==> config.mk <==
export PLATFORM = sky130hd
export DESIGN_NAME = ex_muldiv
export DESIGN_NICKNAME = d
export VERILOG_FILES = /design/src/rtl/muldiv_pkg.sv /design/src/rtl/ex_div_step.sv /design/src/rtl/ex_muldiv.sv
export SDC_FILE = /design/constraint.sdc
export NUM_CORES = 1
export LEC_CHECK = 0
export CORE_AREA = 3 3 202 353
export DETAILED_ROUTE_END_ITERATION = 7
export DIE_AREA = 0 0 205 356
export RECOVER_POWER = 100
export SETUP_SLACK_MARGIN = 0.15
export SLEW_MARGIN = 25
export SYNTH_ARGS = -nofsm -noshare
export SYNTH_HDL_FRONTEND = slang
export SYNTH_HIERARCHICAL = 1
export SYNTH_SLANG_ARGS = --single-unit
==> constraint.sdc <==
create_clock -name clk -period 13.51 [get_ports clk]
set_input_delay 2.702 -clock clk [delete_from_list [all_inputs] [get_ports clk]]
set_output_delay 2.702 -clock clk [all_outputs]
set_load 0.02 [all_outputs]
==> src/rtl/muldiv_pkg.sv <==
// Shared definitions for the EX-stage multiply/divide unit.
// Holds op encodings, FSM state encodings, the default width and the
// divide special-case constants for that default width.
package muldiv_pkg;

    localparam int MULDIV_XLEN = 32;

    typedef enum logic [2:0] {
        MULDIV_OP_MUL    = 3'd0,
        MULDIV_OP_MULH   = 3'd1,
        MULDIV_OP_MULHSU = 3'd2,
        MULDIV_OP_MULHU  = 3'd3,
        MULDIV_OP_DIV    = 3'd4,
        MULDIV_OP_DIVU   = 3'd5,
        MULDIV_OP_REM    = 3'd6,
        MULDIV_OP_REMU   = 3'd7
    } muldiv_op_e;

    typedef enum logic [1:0] {
        ST_IDLE = 2'd0,
        ST_MUL  = 2'd1,
        ST_DIV  = 2'd2,
        ST_DONE = 2'd3
    } muldiv_state_e;

    localparam logic [MULDIV_XLEN-1:0] MULDIV_ALL_ONES = '1;
    localparam logic [MULDIV_XLEN-1:0] MULDIV_SMIN     = {1'b1, {(MULDIV_XLEN-1){1'b0}}};

    // Op bit 2 separates the divide group from the multiply group.
    function automatic logic muldiv_is_div(input logic [2:0] op);
        return op[2];
    endfunction

endpackage

==> src/rtl/ex_div_step.sv <==
// One restoring-division iteration: shift in a dividend bit, trial-subtract divisor.
// Latency: purely combinational.
// Backpressure: none; the parent owns all state and sequencing.
// Ports: rem_i partial remainder, divisor_i divisor magnitude, bit_i next dividend
//        bit (MSB first); rem_o updated remainder, q_o quotient bit for this step.
module ex_div_step #(
    parameter int XLEN = 32
) (
    input  logic [XLEN-1:0] rem_i,
    input  logic [XLEN-1:0] divisor_i,
    input  logic            bit_i,
    output logic [XLEN-1:0] rem_o,
    output logic            q_o
);

    // One extra bit: the shifted remainder can reach 2*divisor-1.
    logic [XLEN:0] shifted;
    logic [XLEN:0] diff;

    assign shifted = {rem_i, bit_i};
    assign diff    = shifted - {1'b0, divisor_i};
    assign q_o     = (shifted >= {1'b0, divisor_i});
    // The difference is below the divisor, so it always fits XLEN bits.
    assign rem_o   = q_o ? diff[XLEN-1:0] : shifted[XLEN-1:0];

endmodule

==> src/rtl/ex_muldiv.sv <==
// RV32M/RV64M iterative multiply/divide unit beside the EX-stage ALU.
// Latency: XLEN+1 cycles start-to-done; 1 cycle for divide special cases
//          (and for multiplies when MULDIV_FAST_MUL_EN is defined).
// Backpressure: stallreq_o holds the pipeline while busy; one op at a time,
//          start_i outside IDLE is ignored, cancel_i aborts with no result.
// Ports: clk/rst (sync, active-high); start_i/cancel_i/op_i/reg1_i/reg2_i/wd_i/wreg_i
//        request; stallreq_o, busy_o, done_o, wdata_o, wd_o, wreg_o result side.
// Build option MULDIV_FAST_MUL_EN: single-cycle combinational multiply.
module ex_muldiv
    import muldiv_pkg::*;
#(
    parameter int XLEN  = MULDIV_XLEN,
    parameter int CNT_W = $clog2(XLEN) + 1
) (
    input  logic            clk,
    input  logic            rst,
    input  logic            start_i,
    input  logic            cancel_i,
    input  logic [2:0]      op_i,
    input  logic [XLEN-1:0] reg1_i,
    input  logic [XLEN-1:0] reg2_i,
    input  logic [4:0]      wd_i,
    input  logic            wreg_i,
    output logic            stallreq_o,
    output logic            busy_o,
    output logic            done_o,
    output logic [XLEN-1:0] wdata_o,
    output logic [4:0]      wd_o,
    output logic            wreg_o
);

    localparam logic [XLEN-1:0] ALL_ONES = '1;
    localparam logic [XLEN-1:0] SMIN     = {1'b1, {(XLEN-1){1'b0}}};

    muldiv_state_e     state_q, state_d;
    logic [2:0]        op_q, op_d;
    logic              qneg_q, qneg_d;     // negate product / quotient
    logic              rneg_q, rneg_d;     // negate remainder
    logic [4:0]        wd_q, wd_d;
    logic              wreg_q, wreg_d;
    logic [4:0]        wd_out_q, wd_out_d;
    logic [XLEN-1:0]   wdata_q, wdata_d;
    logic [XLEN-1:0]   mcand_q, mcand_d;   // multiplicand or divisor magnitude
    // Multiply: {partial product high, multiplier shifting out to the right}.
    // Divide:   {partial remainder, dividend shifting out / quotient shifting in}.
    logic [2*XLEN-1:0] prod_q, prod_d;
    logic [CNT_W-1:0]  cnt_q, cnt_d;

    // Request decode
    logic            in_div, sgn1, sgn2, neg1, neg2, div_zero, div_ovf, in_rem;
    logic [XLEN-1:0] mag1, mag2;

    assign in_div   = muldiv_is_div(op_i);
    assign in_rem   = op_i[1];
    assign sgn1     = in_div ? ~op_i[0]
                             : (op_i == MULDIV_OP_MULH) || (op_i == MULDIV_OP_MULHSU);
    assign sgn2     = in_div ? ~op_i[0] : (op_i == MULDIV_OP_MULH);
    assign neg1     = sgn1 & reg1_i[XLEN-1];
    assign neg2     = sgn2 & reg2_i[XLEN-1];
    assign mag1     = neg1 ? -reg1_i : reg1_i;
    assign mag2     = neg2 ? -reg2_i : reg2_i;
    assign div_zero = (reg2_i == '0);
    assign div_ovf  = sgn1 && (reg1_i == SMIN) && (reg2_i == ALL_ONES);

    // Iteration datapath
    logic              last_iter;
    logic [XLEN:0]     mul_sum;
    logic [2*XLEN-1:0] mul_next, mul_fin, div_next;
    logic [XLEN-1:0]   div_rem, q_fin, r_fin;
    logic              div_qbit;

    assign last_iter = (cnt_q == CNT_W'(XLEN - 1));
    assign mul_sum   = {1'b0, prod_q[2*XLEN-1:XLEN]} + (prod_q[0] ? {1'b0, mcand_q} : '0);
    assign mul_next  = {mul_sum, prod_q[XLEN-1:1]};
    assign mul_fin   = qneg_q ? -mul_next : mul_next;

    ex_div_step #(.XLEN(XLEN)) u_div_step (
        .rem_i     (prod_q[2*XLEN-1:XLEN]),
        .divisor_i (mcand_q),
        .bit_i     (prod_q[XLEN-1]),
        .rem_o     (div_rem),
        .q_o       (div_qbit)
    );

    assign div_next = {div_rem, prod_q[XLEN-2:0], div_qbit};
    assign q_fin    = qneg_q ? -div_next[XLEN-1:0] : div_next[XLEN-1:0];
    assign r_fin    = rneg_q ? -div_next[2*XLEN-1:XLEN] : div_next[2*XLEN-1:XLEN];

`ifdef MULDIV_FAST_MUL_EN
    // Sign-extending to 2*XLEN+2 bits lets a plain modular multiply produce
    // the signed/unsigned mixed product exactly in the low 2*XLEN bits.
    logic [2*XLEN+1:0] fast_a, fast_b, fast_p;
    assign fast_a = {{(XLEN+2){neg1}}, reg1_i};
    assign fast_b = {{(XLEN+2){neg2}}, reg2_i};
    assign fast_p = fast_a * fast_b;
`endif

    always_comb begin
        state_d  = state_q;
        op_d     = op_q;
        qneg_d   = qneg_q;
        rneg_d   = rneg_q;
        wd_d     = wd_q;
        wreg_d   = wreg_q;
        wd_out_d = wd_out_q;
        wdata_d  = wdata_q;
        mcand_d  = mcand_q;
        prod_d   = prod_q;
        cnt_d    = cnt_q;

        unique case (state_q)
            ST_IDLE: begin
                if (start_i && !cancel_i) begin
                    op_d   = op_i;
                    wd_d   = wd_i;
                    wreg_d = wreg_i;
                    cnt_d  = '0;
                    if (in_div) begin
                        qneg_d  = neg1 ^ neg2;
                        rneg_d  = neg1;
                        mcand_d = mag2;
                        prod_d  = {{XLEN{1'b0}}, mag1};
                        if (div_zero) begin
                            state_d  = ST_DONE;
                            wdata_d  = in_rem ? reg1_i : ALL_ONES;
                            wd_out_d = wd_i;
                        end else if (div_ovf) begin
                            state_d  = ST_DONE;
                            wdata_d  = in_rem ? '0 : reg1_i;
                            wd_out_d = wd_i;
                        end else begin
                            state_d = ST_DIV;
                        end
                    end else begin
`ifdef MULDIV_FAST_MUL_EN
                        state_d  = ST_DONE;
                        wdata_d  = (op_i == MULDIV_OP_MUL) ? fast_p[XLEN-1:0]
                                                           : fast_p[2*XLEN-1:XLEN];
                        wd_out_d = wd_i;
`else
                        qneg_d  = neg1 ^ neg2;
                        mcand_d = mag1;
                        prod_d  = {{XLEN{1'b0}}, mag2};
                        state_d = ST_MUL;
`endif
                    end
                end
            end
            ST_MUL: begin
                if (cancel_i) begin
                    state_d = ST_IDLE;
                end else begin
                    prod_d = mul_next;
                    cnt_d  = cnt_q + 1'b1;
                    if (last_iter) begin
                        state_d  = ST_DONE;
                        wdata_d  = (op_q == MULDIV_OP_MUL) ? mul_fin[XLEN-1:0]
                                                           : mul_fin[2*XLEN-1:XLEN];
                        wd_out_d = wd_q;
                    end
                end
            end
            ST_DIV: begin
                if (cancel_i) begin
                    state_d = ST_IDLE;
                end else begin
                    prod_d = div_next;
                    cnt_d  = cnt_q + 1'b1;
                    if (last_iter) begin
                        state_d  = ST_DONE;
                        wdata_d  = op_q[1] ? r_fin : q_fin;
                        wd_out_d = wd_q;
                    end
                end
            end
            default: begin
                state_d = ST_IDLE;
            end
        endcase
    end

    always_ff @(posedge clk) begin
        if (rst) begin
            state_q  <= ST_IDLE;
            op_q     <= '0;
            qneg_q   <= 1'b0;
            rneg_q   <= 1'b0;
            wd_q     <= '0;
            wreg_q   <= 1'b0;
            wd_out_q <= '0;
            wdata_q  <= '0;
            mcand_q  <= '0;
            prod_q   <= '0;
            cnt_q    <= '0;
        end else begin
            state_q  <= state_d;
            op_q     <= op_d;
            qneg_q   <= qneg_d;
            rneg_q   <= rneg_d;
            wd_q     <= wd_d;
            wreg_q   <= wreg_d;
            wd_out_q <= wd_out_d;
            wdata_q  <= wdata_d;
            mcand_q  <= mcand_d;
            prod_q   <= prod_d;
            cnt_q    <= cnt_d;
        end
    end

    assign busy_o     = (state_q == ST_MUL) || (state_q == ST_DIV);
    assign stallreq_o = busy_o || ((state_q == ST_IDLE) && start_i && !cancel_i);
    // A flush landing on the result cycle kills the pulse without waiting a cycle.
    assign done_o     = (state_q == ST_DONE) && !cancel_i;
    assign wreg_o     = done_o && wreg_q;
    assign wdata_o    = wdata_q;
    assign wd_o       = wd_out_q;

endmodule

==> metrics.txt, run 1 <==
status finished, violations left; failing checks capacitance limit, slew limit; Layout Cells excl Fill 3311; GP Congestion 0.970; DR iter-0 viols 1487; Synth Area in Adders 0.0734; maximum number of pins on one net before global-route repair 75; Compound-Gate Fraction of Synth Area 0.300; Worst Max-Slew Pin Slew 3.79 ns; Mapped Nets 2576; mux share of post-synthesis cell area 0.0481; most common cell after layout, fill and taps aside nand2_1; H-tree depth 4; PortBufs 117; multi-input logic area 13100 um^2; antenna violations before repair 2; type of origin of the critical path input port; ys flop type dfxtp_1; final wirelength 75.3 mm; kind of critical path input port to flop; CTS Hold Bufs 0; GRT Util Overall 0.202; layout cells sized above 1 0.0569; antenna viol nets, final 0; post-synthesis sequential area ratio 0.178; die height 356 um; EDFF count, synth 0; total die area 73000 um^2; boundary pin count 118; Die X 205 um; register area 3050 um^2; Hold Fails Final Rpt 0; Post-DP HPWL 58.8 mm; diodes inserted 0; GRT overflow 0; WP data arrival 9.65 ns; row count 127; Setup TNS 0 ns; nets@finish 2558; vias per inst 5.61; Synth Warn # 6; worst skew pair latency 0.51 ns; clock-pin slew on the worst setup and hold paths 0.06 ns; worst vdd ir 0.0000900 V; Starting Density 0.250; dpl cells 3280; total CTS buffers 25; Root Driver clkbuf_16; Post-Syn Area 17100 um^2; XOR/XNOR share of the synthesized area 0.111; clk sinks 152; commonest cells after routing, fill and taps aside nand2_1, nor2_1, a21oi_1; Max clock buf depth 3; relative slew slack -1.53; vias in the first global route 18400; Filler Cell Count 7555; largest family of logic cells by synthesized area compound AO/OA/AOI/OAI gates; fmax 106 MHz; WL/cell 22.8 um; #FFs+latches synth 152; Setup Buffers After CTS 0; CTS tree done; Cells after Synth 2422; min Tclk post-route 9.42 ns; Fin Clk Skew 0.0153 ns; Period Utilization, post-route 0.697; Power Density 115 nW/um^2; first-pass GRT wire length 112 mm; Worst setup EP type flop; post-layout util 0.286; Slew Viols, Final 325; post_cts resized 0; post-synthesis simple-gate area fraction 0.229; core outline area 68600 um^2; setup violators final 0; Mean Syn Cell Area 7.08 um^2; max cap viols 6; FFs w/ async S/R, synth 0; vias 18600; Min-Delay Path Class flop to flop; post-synth cell types 90; unrepaired setup endpoints after global routing no; Crit path required time 13.74 ns; TritonRoute pass-1 iters 7; synth-to-layout area growth 14.5%; worst-path maximum fanout 72; leakage power total 7.19 nW; DR DRC count 0
sequential cells by signal, summed over array words and instances (netlist names):
| signal | cells |
|---|---|
| wreg_q | 1 |
| wd_q | 5 |
| state_q | 2 |
| qneg_q | 1 |
| wdata_o | 32 |
| rneg_q | 1 |
| op_q | 3 |
| mcand_q | 32 |
| wd_o | 5 |
| prod_q | 64 |
| cnt_q | 6 |
cell families (layout without fill, tap and decap cells):
kind of cell	count (synthesis)	count (layout)
simple gates	837	837
compound gates	769	769
buf+inv	268	254
xor+xnor	217	217
flops	152	152
fa+ha+maj	105	105
mux	74	74
critical path: stages:
cell and delay [ns]:
buf_2 0.07, clkbuf_1 2.21, nor2_1 0.20, xnor2_1 0.36, nand2_1 0.39, nor4_1 0.48, a31oi_1 0.17, o21a_1 0.25
a211oi_4 0.21, clkbuf_1 1.32, nand2_1 0.54, a2111oi_0 0.62, nor3_1 0.10
report_power, final:
group	switching (W)	total [W]	internal (W)
sequential	0.0000905	0.000583	0.000492
combinational	0.000729	0.00111	0.000381
clock	0.000224	0.000564	0.000340
total	0.00104	0.00226	0.00121
cell usage after synthesis (27+ instances only):
library cell | instances | area [um^2]
a211oi_1 | 46 | 345
a21oi_1 | 186 | 931
a22o_1 | 27 | 236
a22oi_1 | 41 | 308
and2_1 | 47 | 294
clkbuf_1 | 166 | 623
dfxtp_1 | 152 | 3040
ha_1 | 75 | 938
inv_1 | 73 | 274
maj3_1 | 28 | 280
mux2i_1 | 43 | 430
nand2_1 | 290 | 1090
nand3_1 | 35 | 175
nand4_1 | 32 | 200
nor2_1 | 236 | 886
nor3_1 | 61 | 305
o211ai_1 | 58 | 435
o21ai_0 | 166 | 831
o31ai_1 | 38 | 285
xnor2_1 | 125 | 1090
xor2_1 | 92 | 806
cell type report:
| cell class | count | share of cell area |
|---|---|---|
| inverters | 75 | 0.0143 |
| well taps | 903 | 0.0576 |
| flip-flops and latches | 152 | 0.155 |
| multi-input cells | 2002 | 0.668 |
| clock buffers | 28 | 0.0335 |
| repair buffers | 148 | 0.0706 |
| clock inverters | 3 | 0.000892 |
metrics by stage:
step                      hold slack [ns]  total power, W  worst slack [ns]  cell area (um^2)
final                               0.454         0.00226              4.09             19600
after global routing                0.477         0.00236              3.59             19600
after CTS                           0.458         0.00224              6.20             19700
after detailed placement            0.449         0.00167              6.15             19000
after global placement              0.444         0.00167              6.21             19000
after floorplan                     0.432         0.00129              7.12             17100
path summary, 6_finish.rpt:
check	start	to	slack, ns	cells after the start
max	op_i[2]	wdata_o[21]	4.09	13
min	wdata_o[7]	wdata_o[7]	0.45	2
max reg2reg	mcand_q[20]	wdata_o[30]	6.25	20
min reg2reg	wdata_o[7]	wdata_o[7]	0.45	2
metal layers:
layer,track usage,routed length (um)
met5,0,0
met4,0.203,8940
met3,0.0254,3350
met2,0.359,37800
met1,0.193,25300
(Power assumes the default switching activity.)
==> run 2: changes to the inputs <==
Clock period 13.51 ns to 9.45 ns, I/O delays scaled along.
==> run 2 against run 1 <==
Effect of this change: the run still ends with capacitance limit, slew limit left; sequential power rose by 43%; power increased by 44%; die area stayed put; cell area hardly changed; sequential share of layout area about the same; count of clock-buffer cells in the layout is the same; register-to-register slack got worse by 4.8 ns; worst setup slack got worse by 2.7 ns; global-route usage is 0.30 points higher; critical path type is now flop to flop.
==> metrics.txt, run 2 (synthesis results as in run 1) <==
status finished, violations left; failing checks capacitance limit, slew limit; Post-DP HPWL 59.7 mm (+1.6%); Setup Buffers After CTS 0 (unchanged); Root Driver clkbuf_16; WL/cell 23.0 um (+1.1%); max cap viols 4 (-2); clock-pin slew on the worst setup and hold paths 0.06 ns (about the same); boundary pin count 118 (unchanged); kind of critical path flop to flop; antenna violations before repair 4 (+2); Power Density 165 nW/um^2 (+44%); R2R setup slack 1.42 ns (-4.83 ns); post_cts resized 0 (unchanged); H-tree depth 4 (unchanged); GRT Util Overall 0.205 (+0.00298); Worst Max-Slew Pin Slew 3.97 ns (+0.172 ns); worst skew pair latency 0.52 ns (about the same); Fin Clk Skew 0.0170 ns (+0.00173 ns); largest register by flop count prod_q; Worst setup EP type flop; fmax 125 MHz; unrepaired setup endpoints after global routing no; type of origin of the critical path flop; min Tclk post-route 8.03 ns; maximum number of pins on one net before global-route repair 78 (+4.0%); WHS Path Cells 2 (unchanged); Min-Delay Path Class flop to flop; DR iter-0 viols 1354 (-8.9%); Setup TNS 0 ns (unchanged); CP cell instances inv_1 > ha_1 > nand4_1 > nor3_1 > a31oi_1 > a21boi_0 > o21a_1 > inv_1 > mux2_1 > or4b_2 > nor4_1 > nand3_1 > o31ai_1 > xor2_1 > mux2i_1 > a221oi_1 > a211oi_1; commonest cells after routing, fill and taps aside nand2_1, nor2_1, a21oi_1; row count 127 (unchanged); Largest register FFs 64 (unchanged); worst reg2reg path depth 17 (-15%); Filler Cell Count 7613 (+0.77%); worst-path maximum fanout 30 (-58%); Tot Pwr 0.00324 W (+44%); Worst path most repeated cell inv_1; DR DRC count 0 (unchanged); setup violators final 0 (unchanged); total die area 73000 um^2 (unchanged); vias per inst 5.59 (-0.39%); Die X 205 um (unchanged); Setup crit end wdata_o[26]; final wirelength 76.3 mm (+1.2%); GP Congestion 0.992 (+2.2%); Starting Density 0.250 (unchanged); most common cell after layout, fill and taps aside nand2_1; first-pass GRT wire length 113 mm (+1.0%); Max clock buf depth 3 (unchanged); CTS Hold Bufs 0 (unchanged); relative slew slack -1.64 (-0.115); vias 18500 (-0.27%); Period Utilization, post-route 0.850; clk sinks 152 (unchanged); GRT overflow 0 (unchanged); CTS tree done; worst reg2reg path endpoint wdata_o[26]; synth-to-layout area growth 14.5% (about the same); total CTS buffers 25 (unchanged); die height 356 um (unchanged); Slew Viols, Final 250 (-23%); TritonRoute pass-1 iters 8 (+1); worst vdd ir 0.000176 V (+95%); layout cells sized above 1 0.0477 (-0.00918); worst setup path start mcand_q[23]; Slowest Stage Delay on Critical Path 1.07 ns (-1.14 ns); antenna viol nets, final 0 (unchanged); vias in the first global route 18500 (+0.62%); core outline area 68600 um^2 (unchanged); slowest stage cell, crit path inv_1; Crit path required time 9.68 ns (-4.06 ns); leakage power total 7.23 nW (+0.47%); WP data arrival 8.26 ns (-1.39 ns); Crit Reg-Reg Startpoint mcand_q[23]; PortBufs 117 (unchanged); nets@finish 2559 (+0.039%); Hold Fails Final Rpt 0 (unchanged)
-- run 2: how the worst min path moves through the flow --
| stage | startpoint | endpoint | slack, ns |
|---|---|---|---|
| floorplan | wreg_q | wreg_q | 0.43 |
| global placement | wd_q[1] | wd_q[1] | 0.44 |
| detailed placement | rneg_q | rneg_q | 0.45 |
| CTS | rneg_q | rneg_q | 0.46 |
| global route | wd_q[2] | wd_q[2] | 0.48 |
| finish | wdata_o[7] | wdata_o[7] | 0.45 |
-- run 2: area by class of cell --
cell class,instances,area [um^2],share of cell area
diodes,2,5.00,0.000255
clock buffers,28,657,0.0335
clock inverters,4,45.0,0.00229
inverters,75,282,0.0143
multi-input cells,2002,13100,0.666
flip-flops and latches,152,3050,0.155
well taps,903,1130,0.0576
repair buffers,149,1390,0.0706
-- run 2: critical path: cells and delay by family (launching register included) --
kind | cells | cell delay (ns)
and+or+nand+nor | 5 | 3.19
AOI/OAI and AO/OA | 6 | 1.87
buffers and inverters | 2 | 1.13
muxes | 2 | 0.56
adders and majority gates | 1 | 0.41
DFF | 1 | 0.36
xor gates and xnor gates | 1 | 0.19
-- run 2: stage by stage --
step / instance area, um^2 / setup WS (ns) / cells / hold slack (ns) / util
CTS: 19700 / 2.35 / 3313 / 0.458 / 0.287
global placement: 19000 / 2.38 / 3281 / 0.444 / 0.276
finish: 19600 / 1.42 / 3315 / 0.451 / 0.286
detailed placement: 19000 / 2.37 / 3281 / 0.449 / 0.276
global route: 19600 / 1.37 / 3314 / 0.475 / 0.286
floorplan: 17100 / 4.04 / 2422 / 0.432 / -
-- run 2: power breakdown --
group / leakage (nW) / switching, W / internal [W]
Sequential: 1.24 / 0.000128 / 0.000704
Combinational: 5.64 / 0.00104 / 0.000528
Clock: 0.350 / 0.000323 / 0.000514
-- run 2: per-layer routing --
layer / GRT usage / up-vias / part of all wire
met5: 0 / - / 0.00017
li1: - / 8795 / -
met3: 0.0240 / 282 / 0.043
met1: 0.191 / 8709 / 0.33
met2: 0.378 / 742 / 0.51
met4: 0.193 / 2 / 0.11
